<file path="src/rtl/ooc_lfsr_bank.sv">
`default_nettype none
// ============================================================================
// Module      : ooc_lfsr_bank
// Description : Multi-channel xorshift32 stimulus source for out-of-context
//               harnesses, with run/burst/hold control, run-time seed loading
//               and an optional output-compaction signature.
//               Optional feature macro: OOC_MISR_EN (signature compaction).
// Revision    : 1.0 - initial release
// ============================================================================
module ooc_lfsr_bank #(
    parameter int NUM_CH    = 4,
    parameter int CH_WIDTH  = 32,
    parameter int SEED_BASE = 3,
    parameter int OBS_WIDTH = 64,
    parameter int SIG_WIDTH = 32
) (
    input  logic                         clk,
    input  logic                         reset,
    input  logic                         start_run,
    input  logic                         start_burst,
    input  logic [15:0]                  burst_len,
    input  logic                         stop,
    input  logic                         seed_wr,
    input  logic [3:0]                   seed_ch,
    input  logic [31:0]                  seed_data,
    output logic [NUM_CH*CH_WIDTH-1:0]   rnd_out,
    output logic                         busy,
    output logic                         done,
    output logic [31:0]                  adv_count,
    input  logic [OBS_WIDTH-1:0]         obs_in,
    output logic [SIG_WIDTH-1:0]         signature
);

    typedef enum logic [1:0] {
        IDLE  = 2'd0,
        RUN   = 2'd1,
        BURST = 2'd2
    } state_t;

    state_t      state;
    state_t      state_nxt;
    logic [15:0] remaining;
    logic [15:0] remaining_nxt;
    logic        done_nxt;
    logic        advance;
    logic [31:0] ch_state [NUM_CH];

    // One xorshift32 step: x ^= x<<13; x ^= x>>17; x ^= x<<5
    function automatic logic [31:0] xorshift32(input logic [31:0] x);
        logic [31:0] t;
        t = x ^ (x << 13);
        t = t ^ (t >> 17);
        t = t ^ (t << 5);
        return t;
    endfunction

    // Next-state decode; stop outranks the start requests, start_run outranks start_burst
    always_comb begin
        state_nxt     = state;
        remaining_nxt = remaining;
        done_nxt      = 1'b0;
        advance       = 1'b0;
        case (state)
            IDLE: begin
                if (stop) begin
                    state_nxt = IDLE;
                end else if (start_run) begin
                    state_nxt = RUN;
                end else if (start_burst) begin
                    if (burst_len == 16'd0) begin
                        done_nxt = 1'b1;
                    end else begin
                        state_nxt     = BURST;
                        remaining_nxt = burst_len;
                    end
                end
            end
            RUN: begin
                if (stop) begin
                    state_nxt = IDLE;
                end else begin
                    advance = 1'b1;
                end
            end
            BURST: begin
                if (stop) begin
                    state_nxt     = IDLE;
                    remaining_nxt = 16'd0;
                end else begin
                    advance       = 1'b1;
                    remaining_nxt = remaining - 16'd1;
                    if (remaining == 16'd1) begin
                        state_nxt = IDLE;
                        done_nxt  = 1'b1;
                    end
                end
            end
            default: begin
                state_nxt     = IDLE;
                remaining_nxt = 16'd0;
            end
        endcase
    end

    // Control state, burst counter, done pulse and advance counter
    always_ff @(posedge clk) begin
        if (reset) begin
            state     <= IDLE;
            remaining <= 16'd0;
            done      <= 1'b0;
            adv_count <= 32'd0;
        end else begin
            state     <= state_nxt;
            remaining <= remaining_nxt;
            done      <= done_nxt;
            if (advance) begin
                adv_count <= adv_count + 32'd1;
            end
        end
    end

    assign busy = (state != IDLE);

    generate
        for (genvar i = 0; i < NUM_CH; i++) begin : g_ch
            // An all-zero seed would lock the generator, so it is replaced by 1
            localparam logic [31:0] SEED_RAW  = 32'(SEED_BASE + 2 * i);
            localparam logic [31:0] SEED_INIT = (SEED_RAW == 32'd0) ? 32'd1 : SEED_RAW;

            logic seed_hit;
            assign seed_hit = seed_wr && (seed_ch == 4'(i));

            // Per-channel generator: seed load takes precedence over advancing
            always_ff @(posedge clk) begin
                if (reset) begin
                    ch_state[i] <= SEED_INIT;
                end else if (seed_hit) begin
                    ch_state[i] <= (seed_data == 32'd0) ? 32'd1 : seed_data;
                end else if (advance) begin
                    ch_state[i] <= xorshift32(ch_state[i]);
                end
            end

            assign rnd_out[i*CH_WIDTH +: CH_WIDTH] = ch_state[i][CH_WIDTH-1:0];
        end
    endgenerate

`ifdef OOC_MISR_EN
    localparam int NUM_CHUNKS = (OBS_WIDTH + SIG_WIDTH - 1) / SIG_WIDTH;
    localparam int PAD_WIDTH  = NUM_CHUNKS * SIG_WIDTH;

    logic [PAD_WIDTH-1:0] obs_padded;
    logic [SIG_WIDTH-1:0] fold;
    logic [SIG_WIDTH-1:0] sig_r;

    assign obs_padded = PAD_WIDTH'(obs_in);

    // XOR-fold the observed bus into signature-width chunks (last chunk zero-padded)
    always_comb begin
        fold = '0;
        for (int c = 0; c < NUM_CHUNKS; c++) begin
            fold = fold ^ obs_padded[c*SIG_WIDTH +: SIG_WIDTH];
        end
    end

    // Rotate-and-fold compaction, active regardless of control state
    always_ff @(posedge clk) begin
        if (reset) begin
            sig_r <= '0;
        end else begin
            sig_r <= {sig_r[SIG_WIDTH-2:0], sig_r[SIG_WIDTH-1]} ^ fold;
        end
    end

    assign signature = sig_r;
`else
    logic obs_unused;
    assign obs_unused = ^obs_in;
    assign signature  = '0;
`endif

endmodule
`default_nettype wire

</file>
<file path="config.mk">
export PLATFORM = sky130hd
export DESIGN_NAME = ooc_lfsr_bank
export DESIGN_NICKNAME = d
export VERILOG_FILES = /design/src/rtl/ooc_lfsr_bank.sv
export SDC_FILE = /design/constraint.sdc
export NUM_CORES = 1
export LEC_CHECK = 0
export CORE_MARGIN = 1.5
export CORE_UTILIZATION = 52
export DETAILED_ROUTE_END_ITERATION = 6
export PLACE_DENSITY = 0.84
export SYNTH_ARGS = -nofsm -noshare
export SYNTH_HDL_FRONTEND = slang
export SYNTH_SLANG_ARGS = --single-unit
export TNS_END_PERCENT = 10
</file>
<file path="constraint.sdc">
create_clock -name clk -period 7.09 [get_ports clk]
set_input_delay 1.418 -clock clk [delete_from_list [all_inputs] [get_ports clk]]
set_output_delay 1.418 -clock clk [all_outputs]
set_load 0.05 [all_outputs]
</file>
==> results.tsv <==
stage	metric	value	unit
power	P_int	2.05	mW
grt	first-pass GRT wire length	47100	um
logic_synthesis	Seq/Total Area, Yosys	46.4	%
timing	final worst path period share	53.1	%
detailed_routing	Via Count	8746	
power	VDD IR max	0.217	mV
timing	Tightest Pin Transition	1.23	ns
logic_synthesis	dominant synthesized flop cell	edfxtp_1	
clocking	Sink Count	179	
timing	fin. max-slew vios	0	
clocking	TritonCTS clock tree	done	
placement	pre-CTS setup slack	3.05	ns
detailed_routing	drt total wl	30500	um
logic_synthesis	Synth Instances	1042	
timing	Setup WS post-layout	3.33	ns
floorplanning	total die area	21000	um2
grt	via count of the first global-routing pass	8281	
timing	TNS Setup	0	ns
setup_path	Worst path slowest cell	clkdlybuf4s50_1	
detailed_routing	Routed Antenna Nets	0	
final_layout	FF/Latch Area	4860	um2
setup_path	CP cell instances	inv_1, ha_1, inv_1, clkdlybuf4s50_1	
power	final total power	3.17	mW
placement	Post-DP Area	12800	um2
clocking	clock buffer depth	2	
timing	RSZ-0062 raised after global routing	false	
floorplanning	Rows	51	
final_layout	non-filler cells, final	1526	
grt	total congestion overflow	0	
floorplanning	Chip Height	145	um
final_layout	# fillers	1515	
clocking	setup bufs post-CTS	0	
timing	Slew HR	17.6	%
setup_path	CP Capture Type	output port	
setup_path	slowest stage delay, CP	0.74	ns
logic_synthesis	Cell Area, Synth	10500	um2
final_layout	Multi-input gate area	5270	um2
logic_synthesis	post-synth top area share	36.7	%
clocking	Clock Latency Late Sink	0.43	ns
job	max cap viols	0	
logic_synthesis	largest area contributor in the netlist	edfxtp_1	
logic_synthesis	dominant cells by area after synthesis	edfxtp_1, xnor2_1, dfxtp_1	
setup_path	type of origin of the critical path	register	
grt	largest net degree at the start of global routing	67	
final_layout	most frequent cells in the layout	clkdlybuf4s50_1, xnor2_1, edfxtp_1	
floorplanning	Ports	316	
placement	Placer Congestion	0.927	
grt	initial antenna violation count	0	
floorplanning	die width	145	um
logic_synthesis	flops & latches, synth	179	
clocking	Reg clk slew, reported paths	0.07	ns
power	clock share of power	30.1	%
setup_path	reg2reg start	state[1]	
final_layout	nets	1376	
clocking	Resize count post-CTS	0	
timing	Final min period	3.76	ns
power	Reg power frac	39.9	%
setup_path	Reg2Reg Setup Slack	4.64	ns
power	Net Sw Frac	35.1	%
setup_path	CP Class	register to output port	
grt	Total GRT Usage	28.7	%
setup_path	crit path to	busy	
final_layout	synthesis-to-layout area growth	27.6	%
timing	f_max	0.266	GHz
detailed_routing	drt first pass iters	5	
timing	Hold Vio Cnt, Final	0	
placement	Port Buffers	219	
setup_path	FF-to-FF End	ch_state[1][20]	
logic_synthesis	EDFF count, synth	128	
floorplanning	Core Footprint	19600	um2
placement	# placed instances	1494	
placement	HPWL after detailed placement	21300	um
timing	Clock Skews	0.00986	ns
setup_path	Crit path required time	5.67	ns
logic_synthesis	syn_area_per_cell	10.1	um2
power	switching power total	1.11	mW
final_layout	share of cells above drive strength 1	4.60	%
detailed_routing	DR iter-0 viols	635	
clocking	CTS root buf	clkbuf_16	
logic_synthesis	total of warnings raised by yosys	0	
power	pwr/cell area	237	nW/um2
setup_path	worst setup path start	state[1]	
final_layout	diode count	0	
floorplanning	Starting Density	53.5	%
setup_path	R2R cell count	6	
clocking	number of H-tree levels	4	
logic_synthesis	Cell variety after synth	61	
detailed_routing	Via density	5.73	
final_layout	post-route cell area	13400	um2
detailed_routing	drt wl/cell	20.0	um
final_layout	commonest non-fill, non-tap cell in the layout	clkdlybuf4s50_1	
detailed_routing	DR DRC count	0	
setup_path	crit path max fanout	20	
setup_path	crit path DAT	2.35	ns
power	Leak	4.62	nW
power	Combinational Power Share	29.9	%
status	status	complete, no violations	
clocking	hold-fix buffers at CTS	0	
timing	final setup fails	0	
logic_synthesis	ys async rst share	0	%
clocking	cts bufs inserted	17	
min_path	Worst Hold Class	register to register	
setup_path	Most common cell on crit path	inv_1	
[power groups by stage]
stage          Sequential (mW)  Combinational (mW)  Clock (mW)
2_1_floorplan             1.46               0.506           0
3_3_place_gp              1.28               0.917           0
3_5_place_dp              1.29               0.932           0
4_1_cts                   1.26               0.942       0.964
5_1_grt                   1.27                1.00        1.00
6_report                  1.26               0.948       0.954
[through the flow]
stage          util [%]  hold WS, ns
6_report           68.3        0.496
5_1_grt            68.3        0.528
4_1_cts            68.3        0.490
3_5_place_dp       65.3        0.481
3_3_place_gp       65.3        0.463
2_1_floorplan         -        0.454
[area by class of cell]
type | instances | area share, %
clock buffers | 17 | 3.18
clock inverters | 15 | 1.20
inverters | 19 | 0.533
multi-input cells | 802 | 39.4
flip-flops and latches | 179 | 36.4
well taps | 265 | 2.48
repair buffers | 229 | 16.9
[routing by layer]
| metal | track usage [%] | part of all wire [%] | vias to the layer above |
|---|---|---|---|
| met1 | 37.6 | 38 | 4147 |
| met5 | 0 | 0 | - |
| met4 | 11.0 | 3.4 | 0 |
| li1 | - | - | 4020 |
| met2 | 46.2 | 47 | 505 |
| met3 | 6.73 | 11 | 74 |
[cell families (layout without fill, tap and decap cells)]
family | count (synthesis) | count (layout) | synth area share [%]
xor gates and xnor gates | 276 | 276 | 23.1
other | 1 | 32 | 0.0358
adders and majority gates | 6 | 6 | 0.716
DFF | 179 | 179 | 46.4
and+or+nand+nor | 282 | 282 | 13.0
AOI/OAI and AO/OA | 205 | 205 | 12.1
buffers and inverters | 92 | 280 | 4.59
muxes | 1 | 1 | 0.0955
[worst max-delay path: cells and delay by family, from the launching register on]
family	cells	cell delay [ns]
fa+ha+maj	1	0.61
buf+inv	3	0.97
flops	1	0.33
[synthesized netlist by cell type, types with 2 or more instances]
master,instances
a32oi_1,2
a211oi_1,18
and3_1,7
or3_1,8
nand2b_1,4
ha_1,6
dfxtp_1,51
or4_1,3
nand4_1,21
o32ai_1,2
a211o_1,3
xor2_1,102
o21bai_1,2
buf_1,2
clkbuf_1,33
a22o_1,24
and2b_1,2
edfxtp_1,128
or2_2,2
a32o_1,2
a21oi_1,30
inv_1,18
a22oi_1,5
nor3_1,15
o21ai_0,102
a221oi_1,3
nor2_1,64
nor4_1,13
o31ai_1,2
xnor2_1,174
nor3b_1,2
o22ai_1,2
buf_4,33
nand3_1,9
nor2b_1,5
nand2_1,114
buf_2,4
o32a_1,2
[sequential cells by signal, summed over array words and instances, names as in the netlist]
signal / cells
state: 2
ch_state: 128
adv_count: 32
remaining: 16
done: 1
[worst min path at each step]
stage                  startpoint             to  slack [ns]  cells past startpoint
detailed placement  remaining[15]  remaining[15]        0.48                      2
CTS                 remaining[15]  remaining[15]        0.49                      2
floorplan           remaining[15]  remaining[15]        0.45                      2
global placement    remaining[15]  remaining[15]        0.46                      2
finish              remaining[10]  remaining[10]        0.50                      2
global route         remaining[7]   remaining[7]        0.53                      2
Note: power is estimated with default switching activity, not from simulation.
